**src/rtl/uart_tx_arbiter_if.sv**
```systemverilog
// Bus between up to four transmit requesters, the arbiter and the UART.
// master drives requests/config, slave (the arbiter) returns grant/UART drive.
interface uart_tx_arbiter_if;
  logic [15:0] divisor;
  logic [3:0]  req;
  logic [31:0] data_in;
  logic [3:0]  grant;
  logic        busy;
  logic        send;
  logic [7:0]  tx_data;

  modport master (output divisor, req, data_in, input grant, busy, send, tx_data);
  modport slave  (input divisor, req, data_in, output grant, busy, send, tx_data);
endinterface

```
**src/rtl/uart_tx_arbiter.sv**
```systemverilog
// uart_tx_arbiter: picks one of four requesters, hands its byte to the UART,
// holds send for 2 baud ticks, then waits 10 more ticks (one UART frame)
// before accepting the next request.
// Build option: define FIXED_PRIORITY_EN for fixed priority (req[0] highest);
// default build is round-robin starting after the last granted requester.
module uart_tx_arbiter (
  input  logic              sysclk,
  input  logic              reset,
  uart_tx_arbiter_if.slave  bus
);

  typedef enum logic [1:0] {IDLE, SEND, HOLD} state_t;

  state_t      state, state_nxt;
  logic [15:0] cnt;
  logic [15:0] div_q;
  logic [15:0] div_eff;
  logic [3:0]  tick_cnt;
  logic        tick;
  logic        any_req;
  logic [1:0]  winner;
  logic [3:0]  grant_c;
  logic [7:0]  tx_q;
`ifndef FIXED_PRIORITY_EN
  logic [1:0]  last;
  logic [1:0]  idx;
`endif

  // divisor 0 behaves as 1; the active period is re-sampled at every reload
  assign div_eff = (bus.divisor == 16'd0) ? 16'd1 : bus.divisor;
  assign tick    = (state != IDLE) && (cnt == div_q - 16'd1);
  assign any_req = |bus.req;

  // winner selection
  always_comb begin
    winner = 2'd0;
`ifdef FIXED_PRIORITY_EN
    for (int i = 3; i >= 0; i--)
      if (bus.req[i]) winner = 2'(i);
`else
    // walk from farthest to nearest so the nearest after last wins
    idx = 2'd0;
    for (int k = 4; k >= 1; k--) begin
      idx = last + 2'(k);
      if (bus.req[idx]) winner = idx;
    end
`endif
  end

  // state register
  always_ff @(posedge sysclk or posedge reset) begin
    if (reset) state <= IDLE;
    else       state <= state_nxt;
  end

  // next-state logic
  always_comb begin
    state_nxt = state;
    case (state)
      IDLE: if (any_req) state_nxt = SEND;
      SEND: if (tick && tick_cnt == 4'd1) state_nxt = HOLD;
      HOLD: if (tick && tick_cnt == 4'd9) state_nxt = IDLE;
      default: state_nxt = IDLE;
    endcase
  end

  // one-cycle grant in the accepting IDLE cycle; suppressed while in reset
  always_comb begin
    grant_c = 4'b0000;
    if (state == IDLE && any_req && !reset) grant_c[winner] = 1'b1;
  end

  // baud tick divider: idle clears it, otherwise reloads on each tick
  always_ff @(posedge sysclk or posedge reset) begin
    if (reset) begin
      cnt   <= 16'd0;
      div_q <= 16'd1;
    end else if (state == IDLE) begin
      cnt   <= 16'd0;
      div_q <= div_eff;
    end else if (tick) begin
      cnt   <= 16'd0;
      div_q <= div_eff;
    end else begin
      cnt   <= cnt + 16'd1;
    end
  end

  // ticks spent in the current SEND/HOLD phase
  always_ff @(posedge sysclk or posedge reset) begin
    if (reset)                   tick_cnt <= 4'd0;
    else if (state == IDLE)      tick_cnt <= 4'd0;
    else if (tick) begin
      if (state_nxt != state)    tick_cnt <= 4'd0;
      else                       tick_cnt <= tick_cnt + 4'd1;
    end
  end

  // capture the winner's byte (and, for round-robin, who won) on acceptance
  always_ff @(posedge sysclk or posedge reset) begin
    if (reset) begin
      tx_q <= 8'h00;
`ifndef FIXED_PRIORITY_EN
      last <= 2'd3;
`endif
    end else if (state == IDLE && any_req) begin
      tx_q <= bus.data_in[{winner, 3'b000} +: 8];
`ifndef FIXED_PRIORITY_EN
      last <= winner;
`endif
    end
  end

  assign bus.grant   = grant_c;
  assign bus.busy    = (state != IDLE);
  assign bus.send    = (state == SEND);
  assign bus.tx_data = tx_q;

endmodule

```
**src/flat_wrapper.sv**
```systemverilog
// flat-port wrapper written by rule: the top's interface ports become plain ports
module uart_tx_arbiter_flat 
  (sysclk, reset, bus_divisor, bus_req, bus_data_in, bus_grant, bus_busy, bus_send, bus_tx_data);
  uart_tx_arbiter_if bus_i ();
  input  logic sysclk;
  input  logic reset;
  input wire logic [$bits(bus_i.divisor)-1:0] bus_divisor;
  input wire logic [$bits(bus_i.req)-1:0] bus_req;
  input wire logic [$bits(bus_i.data_in)-1:0] bus_data_in;
  output wire logic [$bits(bus_i.grant)-1:0] bus_grant;
  output wire logic [$bits(bus_i.busy)-1:0] bus_busy;
  output wire logic [$bits(bus_i.send)-1:0] bus_send;
  output wire logic [$bits(bus_i.tx_data)-1:0] bus_tx_data;
  assign bus_i.divisor = bus_divisor;
  assign bus_i.req = bus_req;
  assign bus_i.data_in = bus_data_in;
  assign bus_grant = bus_i.grant;
  assign bus_busy = bus_i.busy;
  assign bus_send = bus_i.send;
  assign bus_tx_data = bus_i.tx_data;
  uart_tx_arbiter u_core (.sysclk(sysclk), .reset(reset), .bus(bus_i));
endmodule
```
**config.mk**
```make
export PLATFORM = sky130hd
export DESIGN_NAME = uart_tx_arbiter_flat
export DESIGN_NICKNAME = d
export VERILOG_FILES = /design/src/rtl/uart_tx_arbiter_if.sv /design/src/rtl/uart_tx_arbiter.sv /design/src/flat_wrapper.sv
export SDC_FILE = /design/constraint.sdc
export NUM_CORES = 1
export LEC_CHECK = 0
export BUFFER_PORTS_ARGS = -buffer_cell sky130_fd_sc_hd__buf_4
export CORE_ASPECT_RATIO = 0.9
export CORE_MARGIN = 4
export CORE_UTILIZATION = 55
export CTS_BUF_LIST = sky130_fd_sc_hd__clkbuf_8
export DETAILED_ROUTE_END_ITERATION = 16
export GPL_TIMING_DRIVEN = 0
export PLACE_DENSITY = 0.81
export REMOVE_ABC_BUFFERS = 1
export SYNTH_ARGS = -nofsm -noshare
export SYNTH_HDL_FRONTEND = slang
export SYNTH_SLANG_ARGS = --single-unit
export TNS_END_PERCENT = 20
```
**constraint.sdc**
```tcl
create_clock -name sysclk -period 5 [get_ports sysclk]
set_input_delay 0.25 -clock sysclk [delete_from_list [all_inputs] [get_ports sysclk]]
set_output_delay 0.25 -clock sysclk [all_outputs]
set_load 0.05 [all_outputs]
```
==> flow_summary_export.csv, run 1 <==
group,metric,value,unit
final_layout,drive_gt1_share,26.8,%
global_routing,grt_usage,20.8,%
drt,drtPass1Iterations,4,
final_layout,diodes,0,
clock_network,cts_buffers,5,
worst_hold_path,worst_hold_path_type,"input pin to flop",
synthesis,syn_avg_cell_area,9.21,µm²
critical_path,critPathTopFamily,"simple AND/OR/NAND/NOR gates",
drt,drt-wirelength-per-cell,14.5,µm
clock_network,clk_latency,0.30,ns
drt,post-route-drc-count,0,
timing,relSlewSlack,34.4,%
synthesis,ys_seq_area_share,39.8,%
outcome,status,"completed",
global_routing,grt_pass1_vias,2477,
power_and_ir_drop,power.density,268,nW/µm²
critical_path,crit_path_start_kind,"flop",
critical_path,r2r_setup_slack,0.78,ns
critical_path,arrival,4.41,ns
drt,via_per_inst,5.59,
global_routing,overflow,0,
global_routing,antenna_found_initial,0,
global_routing,grt_pass1_wl,11.4,mm
place,place.gp.congestion,0.864,
timing,hold_viol,0,
clock_network,post_cts_resized,0,
synthesis,ys_ff_latch,48,
critical_path,worst-path-buf-inv,0,
global_routing,grt_max_degree,42,
synthesis,ys_types,49,
floorplan,fp-row-count,25,
synthesis,synth_top_cells_by_count,"dfrtp_1 (45), nand2_1 (35), nor2_1 (29), o21ai_0 (24)",
timing,finalCriticalPeriod,4.22,ns
critical_path,end_kind,"flop",
critical_path,critPathMaxStageDelay,0.82,ns
synthesis,synth_area_leaders,"dfrtp_1 (37%), mux2_2 (5.9%), xnor2_1 (4.6%)",
place,place.detailed.hpwl,5.10,mm
timing,tightest_slew,0.981,ns
synthesis,synthCells,329,
synthesis,synthesis.area,3030,µm²
timing,fin_setup_tns,0,ns
clock_network,path_clk_slew,0.08,ns
power_and_ir_drop,finalPower,0.000987,W
floorplan,die_w,86.2,µm
timing,skew,0.00247,ns
synthesis,ys.flop_type,"dfrtp_1",
clock_network,cts_hold_buf,1,
clock_network,cts_tree,"built",
drt,drt_iter0_drc,210,
synthesis,yosys.area.top_type,"dfrtp_1",
final_layout,fill_cells,431,
floorplan,dieArea,6760,µm²
critical_path,crit_required,5.19,ns
critical_path,slowest_stage,"o21ai_4",
place,portBuffers,67,
floorplan,core,5290,µm²
floorplan,start_util,57.3,%
final_layout,fin_nets,449,
clock_network,post_cts_buffers,0,
clock_network,cts-root-buf,"clkbuf_8",
drt,drt_wl_total,6.67,mm
drt,drtAntennaViolNets,0,
drt,dr_total_vias,2566,
power_and_ir_drop,total_leakage_power,1.62,nW
power_and_ir_drop,ir_drop,210,µV
synthesis,yosysMostFrequentCell,"dfrtp_1",
clock_network,clkSinkCount,48,
timing,slew_viol_final,0,
synthesis,synthArstFlopShare,100,%
clock_network,htree_levels,2,
timing,rsz0062_at_grt,"false",
final_layout,final_util,69.6,%
place,pre_cts_slack,0.805,ns
critical_path,worstPathCellList,"or4_1, or4_4, a32oi_1, a32oi_1, or4_1, o21ai_4, mux2_2",
critical_path,critPathMaxFanout,36,
synthesis,synth_top_area_share,37.2,%
timing,setup_slack,0.780,ns
synthesis,yosysWarnings,0,
clock_network,cts_buffer_depth,2,
final_layout,syn2layout_area_growth,21.4,%
synthesis,synth_edf_count,0,
critical_path,crit_type,"flop to flop",
timing,max_freq,237,MHz
floorplan,die_y,78.4,µm
timing,setup_viol,0,
job,maxCapViolations,0,
timing,period_share,84.4,%
floorplan,io_pins,68,
[per-stage QoR]
step                cell area, µm²  std cells  hold WS [ns]
floorplan                     2950        314         0.385
global placement              3530        448         0.465
detailed placement            3570        450         0.199
CTS                           3670        459         0.164
global route                  3680        459         0.163
finish                        3680        459         0.169
[cells by family after synthesis]
| family | count (synthesis) | share of synthesized area (%) |
|---|---|---|
| adders and majority gates | 4 | 1.65 |
| DFF | 48 | 39.8 |
| buffers and inverters | 28 | 4.42 |
| and+or+nand+nor | 127 | 21.2 |
| xor gates and xnor gates | 30 | 8.67 |
| muxes | 34 | 12.2 |
| AOI/OAI and AO/OA | 58 | 12.1 |
[registers in the layout (all words and copies together) (netlist names)]
| name | flops |
|---|---|
| u_core.tick_cnt | 4 |
| u_core.last | 2 |
| u_core.cnt | 16 |
| u_core.div_q | 16 |
| u_core.bus.tx_data | 8 |
| u_core.state | 2 |
[worst paths after layout]
kind | startpoint | end | depth (start not counted)
min in group asynchronous | reset | u_core.state[1]$_DFF_PP0_ | 3
max in group asynchronous | reset | u_core.div_q[0]$_DFFE_PP1P_ | 4
min reg2reg | u_core.bus.tx_data[5]$_DFFE_PP0P_ | u_core.bus.tx_data[5]$_DFFE_PP0P_ | 2
max | u_core.div_q[3]$_DFFE_PP0P_ | u_core.div_q[10]$_DFFE_PP0P_ | 7
max reg2reg | u_core.div_q[3]$_DFFE_PP0P_ | u_core.div_q[10]$_DFFE_PP0P_ | 7
min | bus_divisor[15] | u_core.div_q[15]$_DFFE_PP0P_ | 2
[routing by layer]
metal  GRT usage (%)  vias up  part of all wire, %  wire length [µm]
met5               0        -                    0                 0
met4            6.39        0                  1.5                97
met3            3.57        9                  5.7               378
met2            32.4       55                   47              3140
met1            29.7     1217                   46              3050
li1                -     1285                    -                 -
[area by class of cell]
| class | count | area (µm²) | share of cell area [%] |
|---|---|---|---|
| Clock buffer | 6 | 82.6 | 2.24 |
| Clock inverter | 2 | 10.0 | 0.272 |
| Inverter | 13 | 48.8 | 1.33 |
| Multi-Input combinational cell | 253 | 1700 | 46.2 |
| Sequential cell | 48 | 1200 | 32.7 |
| Tap cell | 67 | 83.8 | 2.28 |
| Timing Repair Buffer | 70 | 548 | 14.9 |
[power by group]
group | internal [W] | switching, W
Combinational | 0.000126 | 0.000130
Clock | 0.000110 | 0.000124
Sequential | 0.000432 | 0.0000632
[placed cells by master, fill, tap and decap left out, types with 4 or more instances in the layout]
master / n
dfrtp_1: 45
a21oi_1: 9
nand2b_1: 8
buf_4: 67
nor4_1: 7
mux2i_1: 11
xnor2_1: 16
clkbuf_8: 6
inv_1: 12
o21ai_0: 24
ha_1: 4
nor3_1: 5
mux2_1: 7
or2_2: 4
nand2_1: 35
nand3_1: 14
and3_1: 5
xor2_1: 14
or4_1: 6
mux2_2: 16
nor2_1: 29
Power figures use the tool's default switching activity.
==> inputs of run 2 (changes only) <==
--- a/config.mk
+++ b/config.mk
@@ -8,11 +8,11 @@
 export BUFFER_PORTS_ARGS = -buffer_cell sky130_fd_sc_hd__buf_4
 export CORE_ASPECT_RATIO = 0.9
 export CORE_MARGIN = 4
-export CORE_UTILIZATION = 55
+export CORE_UTILIZATION = 51
 export CTS_BUF_LIST = sky130_fd_sc_hd__clkbuf_8
 export DETAILED_ROUTE_END_ITERATION = 16
 export GPL_TIMING_DRIVEN = 0
-export PLACE_DENSITY = 0.81
+export PLACE_DENSITY = 0.79
 export REMOVE_ABC_BUFFERS = 1
 export SYNTH_ARGS = -nofsm -noshare
 export SYNTH_HDL_FRONTEND = slang
==> constraint.sdc (replaced) <==
create_clock -name sysclk -period 3.8 [get_ports sysclk]
set_input_delay 0.19 -clock sysclk [delete_from_list [all_inputs] [get_ports sysclk]]
set_output_delay 0.19 -clock sysclk [all_outputs]
set_load 0.05 [all_outputs]
==> run 2 against run 1 <==
Effect of this change: cell count is 1.1% higher; die area is 7.1% higher; critical endpoint is now u_core.div_q[3]$_DFFE_PP0P_; global-route usage is 0.53 points lower; clock skew is 0.0086 ns higher.
==> flow_summary_export.csv, run 2 (synthesis results as in run 1) <==
group,metric,value,unit
outcome,status,"completed",
final_layout,fin_nets,451,
global_routing,grt_usage,20.3,%
final_layout,syn2layout_area_growth,23.5,%
critical_path,r2r_setup_slack,0.15,ns
drt,drt-wirelength-per-cell,15.4,µm
critical_path,critPathLaunch,"u_core.div_q[3]$_DFFE_PP0P_",
power_and_ir_drop,ir_drop,216,µV
place,dp.cells,453,
critical_path,reg2reg_depth,8,
clock_network,cts_buffer_depth,2,
floorplan,dieArea,7240,µm²
global_routing,grt_pass1_wl,11.4,mm
global_routing,grt_max_degree,43,
clock_network,cts-root-buf,"clkbuf_8",
critical_path,crit_type,"flop to flop",
timing,slew_viol_final,0,
drt,via_per_inst,5.62,
timing,hold_viol,0,
clock_network,clk_latency,0.31,ns
critical_path,end_kind,"flop",
power_and_ir_drop,total_leakage_power,1.64,nW
timing,finalCriticalPeriod,3.65,ns
power_and_ir_drop,power.density,366,nW/µm²
place,place.gp.congestion,0.818,
place,pre_cts_slack,-0.420,ns
place,place.detailed.hpwl,5.08,mm
floorplan,start_util,52.9,%
timing,setup_slack,0.153,ns
timing,tightest_slew,0.800,ns
drt,post-route-drc-count,0,
floorplan,fp-row-count,26,
floorplan,io_pins,68,
global_routing,antenna_found_initial,0,
drt,drtAntennaViolNets,0,
timing,setup_viol,0,
clock_network,clkSinkCount,48,
floorplan,die_y,81.1,µm
drt,drt_wl_total,7.14,mm
floorplan,core,5730,µm²
critical_path,critical_path.endpoint,"u_core.div_q[3]$_DFFE_PP0P_",
final_layout,mostFrequentLayoutCell,"buf_4",
global_routing,overflow,0,
critical_path,arrival,3.84,ns
critical_path,rr_startpoint,"u_core.div_q[3]$_DFFE_PP0P_",
timing,rsz0062_at_grt,"false",
timing,relSlewSlack,46.6,%
clock_network,cts_buffers,5,
timing,skew,0.0111,ns
global_routing,grt_pass1_vias,2453,
clock_network,path_clk_slew,0.09,ns
clock_network,htree_levels,2,
place,portBuffers,67,
final_layout,stdcell_count,464,
timing,whs,0.0953,ns
clock_network,cts_tree,"built",
timing,period_share,96.0,%
job,maxCapViolations,0,
final_layout,diodes,0,
critical_path,critPathMaxFanout,18,
worst_hold_path,worst_hold_path_type,"input pin to flop",
final_layout,drive_gt1_share,27.4,%
critical_path,crit_path_start_kind,"flop",
drt,drt_iter0_drc,155,
timing,fin_setup_tns,0,ns
drt,drtPass1Iterations,4,
floorplan,die_w,89.3,µm
drt,dr_total_vias,2608,
critical_path,crit_required,3.99,ns
final_layout,final_cell_mix,"buf_4 (67), dfrtp_1 (45), nand2_1 (35), nor2_1 (29), o21ai_0 (24)",
timing,max_freq,274,MHz
critical_path,r2r_end,"u_core.div_q[3]$_DFFE_PP0P_",
==> run 2: repair_timing <==
action | in CTS | in global routing
resized for setup | 1 | 1
hold buffers | 1 | 0
cloned | 1 | 0
setup endpoints to repair | 36 | 32
hold endpoints to repair | 4 | 0
buffers inserted | 1 | 0
pin swaps | 1 | 0
==> run 2: area by class of cell <==
type                    instances  area [µm²]
inverters                      13        48.8
fillers                       479        1980
well taps                      70        87.6
clock inverters                 3        42.5
flip-flops and latches         48        1200
multi-input cells             254        1720
clock buffers                   5        68.8
repair buffers                 71         568
==> run 2: worst min-delay path by stage <==
stage                          startpoint                      endpoint  slack (ns)  depth (start not counted)
after CTS                 bus_divisor[15]  u_core.div_q[15]$_DFFE_PP0P_         0.1                          2
after detailed placement            reset     u_core.state[1]$_DFF_PP0_        0.12                          2
after floorplan           bus_divisor[15]  u_core.div_q[15]$_DFFE_PP0P_        0.32                          1
final                     bus_divisor[15]  u_core.div_q[15]$_DFFE_PP0P_         0.1                          2
after global placement     bus_divisor[5]   u_core.div_q[5]$_DFFE_PP0P_        0.42                          2
after global routing       bus_divisor[6]   u_core.div_q[6]$_DFFE_PP0P_        0.10                          2
==> run 2: routing by layer <==
| layer | GRT usage [%] | routed length (µm) | vias to the layer above |
|---|---|---|---|
| met5 | 0 | 0 | - |
| met4 | 7.44 | 114 | 0 |
| met3 | 3.55 | 293 | 11 |
| met2 | 31.4 | 3500 | 54 |
| met1 | 28.5 | 3230 | 1252 |
| li1 | - | - | 1291 |
==> run 2: power breakdown <==
part / switching, W / internal (W) / leakage (nW) / total, W
combinational: 0.000177 / 0.000167 / 1.00 / 0.000344
sequential: 0.0000840 / 0.000569 / 0.585 / 0.000653
clock: 0.000179 / 0.000195 / 0.0541 / 0.000374
total: 0.000440 / 0.000931 / 1.64 / 0.00137
==> run 2: per-stage QoR <==
| step | total power (W) | utilization, % | cell area (µm²) |
|---|---|---|---|
| floorplan | 0.000872 | - | 2950 |
| global placement | 0.000978 | 61.8 | 3540 |
| detailed placement | 0.000995 | 62.4 | 3570 |
| CTS | 0.00137 | 65.2 | 3730 |
| global route | 0.00145 | 65.4 | 3740 |
| finish | 0.00137 | 65.4 | 3740 |
==> run 2: critical path, cell delays in order (launching register included) <==
cell,delay (ns)
dfrtp_1,0.50
or4_1,0.71
or4_4,0.59
a32oi_1,0.22
a32oi_1,0.14
or4_4,0.65
o21ai_4,0.20
buf_12,0.18
mux2_1,0.33
==> inputs of run 3 (changes only) <==
--- a/config.mk
+++ b/config.mk
@@ -12,7 +12,7 @@
 export CTS_BUF_LIST = sky130_fd_sc_hd__clkbuf_8
 export DETAILED_ROUTE_END_ITERATION = 16
 export GPL_TIMING_DRIVEN = 0
-export PLACE_DENSITY = 0.79
+export PLACE_DENSITY = 0.8
 export REMOVE_ABC_BUFFERS = 1
 export SYNTH_ARGS = -nofsm -noshare
 export SYNTH_HDL_FRONTEND = slang
==> run 3 against run 2 <==
Effect of this change: register-to-register slack improved by 0.02 ns; clock skew fell by 0.0058 ns; worst setup slack better by 0.019 ns; global-route usage is 0.36 points lower; routed wire length fell by 2.4%; hold slack better by 0.014 ns; critical path depth did not move; first-iteration DRC count decreased by 21%; count of clock-buffer cells in the layout stayed put; design area fell by 0.60%; critical path type unchanged; largest power group unchanged.
==> flow_summary_export.csv, run 3 (synthesis results as in run 1) <==
group,metric,value,unit
outcome,status,"completed",
critical_path,crit_path_start_kind,"flop",
drt,drt_wl_total,6.97,mm
timing,relSlewSlack,49.8,%
final_layout,diodes,0,
power_and_ir_drop,p_comb_share,26.6,%
critical_path,arrival,3.82,ns
drt,drtPass1Iterations,4,
drt,dr_total_vias,2617,
floorplan,core,5730,µm²
global_routing,antenna_found_initial,0,
floorplan,die_y,81.1,µm
place,place.detailed.hpwl,5.26,mm
clock_network,path_clk_slew,0.08,ns
timing,rsz0062_at_grt,"false",
job,maxCapViolations,0,
timing,finalCriticalPeriod,3.63,ns
critical_path,crit_required,3.99,ns
worst_hold_path,worst_hold_path_type,"input pin to flop",
floorplan,start_util,52.9,%
place,portBuffers,67,
power_and_ir_drop,p_int,0.000860,W
clock_network,clk_latency,0.30,ns
timing,period_share,95.5,%
clock_network,cts-root-buf,"clkbuf_8",
floorplan,die_w,89.3,µm
global_routing,grt_pass1_wl,11.3,mm
floorplan,fp-row-count,26,
drt,drt-wirelength-per-cell,15.0,µm
power_and_ir_drop,seqPwrFrac,51.0,%
final_layout,fill_cells,481,
critical_path,end_kind,"flop",
final_layout,mostFrequentLayoutCell,"buf_4",
global_routing,grt_usage,20.0,%
global_routing,overflow,0,
timing,tightest_slew,0.753,ns
drt,drt_iter0_drc,123,
floorplan,dieArea,7240,µm²
final_layout,final_cell_mix,"buf_4 (68), dfrtp_1 (45), nand2_1 (35), nor2_1 (29), o21ai_0 (24)",
clock_network,clkSinkCount,48,
critical_path,crit_type,"flop to flop",
drt,drtAntennaViolNets,0,
floorplan,io_pins,68,
power_and_ir_drop,total_leakage_power,1.64,nW
power_and_ir_drop,p_clk_share,22.4,%
timing,hold_viol,0,
final_layout,drive_gt1_share,27.1,%
global_routing,grt_pass1_vias,2495,
place,place.gp.congestion,0.827,
power_and_ir_drop,p_sw_share,33.0,%
power_and_ir_drop,ir_drop,273,µV
timing,skew,0.00530,ns
final_layout,final_util,65.0,%
clock_network,htree_levels,2,
timing,setup_viol,0,
critical_path,critPathMaxFanout,9,
final_layout,fin_nets,452,
power_and_ir_drop,switchingPower,0.000424,W
drt,via_per_inst,5.63,
final_layout,syn2layout_area_growth,22.7,%
clock_network,cts_tree,"built",
clock_network,cts_buffer_depth,2,
global_routing,grt_max_degree,41,
power_and_ir_drop,power.density,345,nW/µm²
clock_network,cts_buffers,5,
timing,whs,0.109,ns
timing,slew_viol_final,0,
drt,post-route-drc-count,0,
timing,max_freq,276,MHz
-- run 3: cell count changes in the layout (fill, tap and decap cells not counted), sizes merged --
cell / previous run / this run
buf: 70 / 71
bufinv: 1 / 0
clkinvlp: 1 / 0
inv: 13 / 15
-- run 3: final cells by class --
cell class                      instances  area [µm²]  area share, %
Clock inverter                          3        12.5          0.336
Clock buffer                            5        68.8           1.85
Multi-Input combinational cell        254        1720           46.3
Sequential cell                        48        1200           32.4
Tap cell                               70        87.6           2.35
Inverter                               13        48.8           1.31
Timing Repair Buffer                   72         576           15.5
-- run 3: worst paths after layout --
kind | startpoint | endpoint | slack [ns] | cells past startpoint
min in group asynchronous | reset | u_core.tick_cnt[3]$_DFFE_PP0P_ | 0.38 | 3
min reg2reg | u_core.bus.tx_data[0]$_DFFE_PP0P_ | u_core.bus.tx_data[0]$_DFFE_PP0P_ | 0.49 | 2
max reg2reg | u_core.div_q[3]$_DFFE_PP0P_ | u_core.div_q[12]$_DFFE_PP0P_ | 0.17 | 8
max | u_core.div_q[3]$_DFFE_PP0P_ | u_core.div_q[12]$_DFFE_PP0P_ | 0.17 | 8
max in group asynchronous | reset | u_core.div_q[0]$_DFFE_PP1P_ | 2.89 | 4
min | bus_divisor[5] | u_core.div_q[5]$_DFFE_PP0P_ | 0.11 | 2
-- run 3: per-stage QoR --
| stage | setup slack [ns] | cells | TNS [ns] | power, W | area, µm² |
|---|---|---|---|---|---|
| 5_1_grt | 0.0615 | 465 | 0 | 0.00136 | 3720 |
| 3_5_place_dp | -0.396 | 453 | -8.44 | 0.00100 | 3570 |
| 4_1_cts | 0.0482 | 465 | 0 | 0.00129 | 3710 |
| 2_1_floorplan | 0.0937 | 314 | 0 | 0.000872 | 2950 |
| 3_3_place_gp | -0.363 | 451 | -7.20 | 0.000980 | 3540 |
| 6_report | 0.171 | 465 | 0 | 0.00128 | 3720 |
-- run 3: timing repair --
item	4_1_cts	5_1_grt
endpoints found under the hold margin	6	0
buffers inserted	2	0
hold buffers	1	0
gates cloned	1	0
endpoints found under the setup margin	36	16
resized for setup	1	1
pin swaps	1	0
-- run 3: layer usage --
metal / track usage [%] / routed length [µm] / part of all wire (%) / vias up
li1: - / - / - / 1289
met1: 28.0 / 3110 / 45 / 1277
met2: 31.6 / 3510 / 50 / 46
met3: 3.25 / 293 / 4.2 / 5
met4: 6.10 / 59 / 0.85 / 0
met5: 0 / 0 / 0 / -
-- run 3: critical path, cell delays in order, from the launching register on --
cell and delay [ns]:
dfrtp_1 0.49, or4_1 0.71, or4_4 0.58, a32oi_1 0.22, a32oi_1 0.12, or4_4 0.65, o21ai_4 0.22, buf_4 0.19
mux2_2 0.34
-- run 3: power by group through the flow --
| stage | combinational (W) | clock (W) | sequential [W] |
|---|---|---|---|
| CTS | 0.000343 | 0.000298 | 0.000653 |
| global route | 0.000383 | 0.000315 | 0.000666 |
| finish | 0.000341 | 0.000287 | 0.000655 |
| detailed placement | 0.000339 | 0 | 0.000662 |
| global placement | 0.000321 | 0 | 0.000659 |
| floorplan | 0.000196 | 0 | 0.000676 |
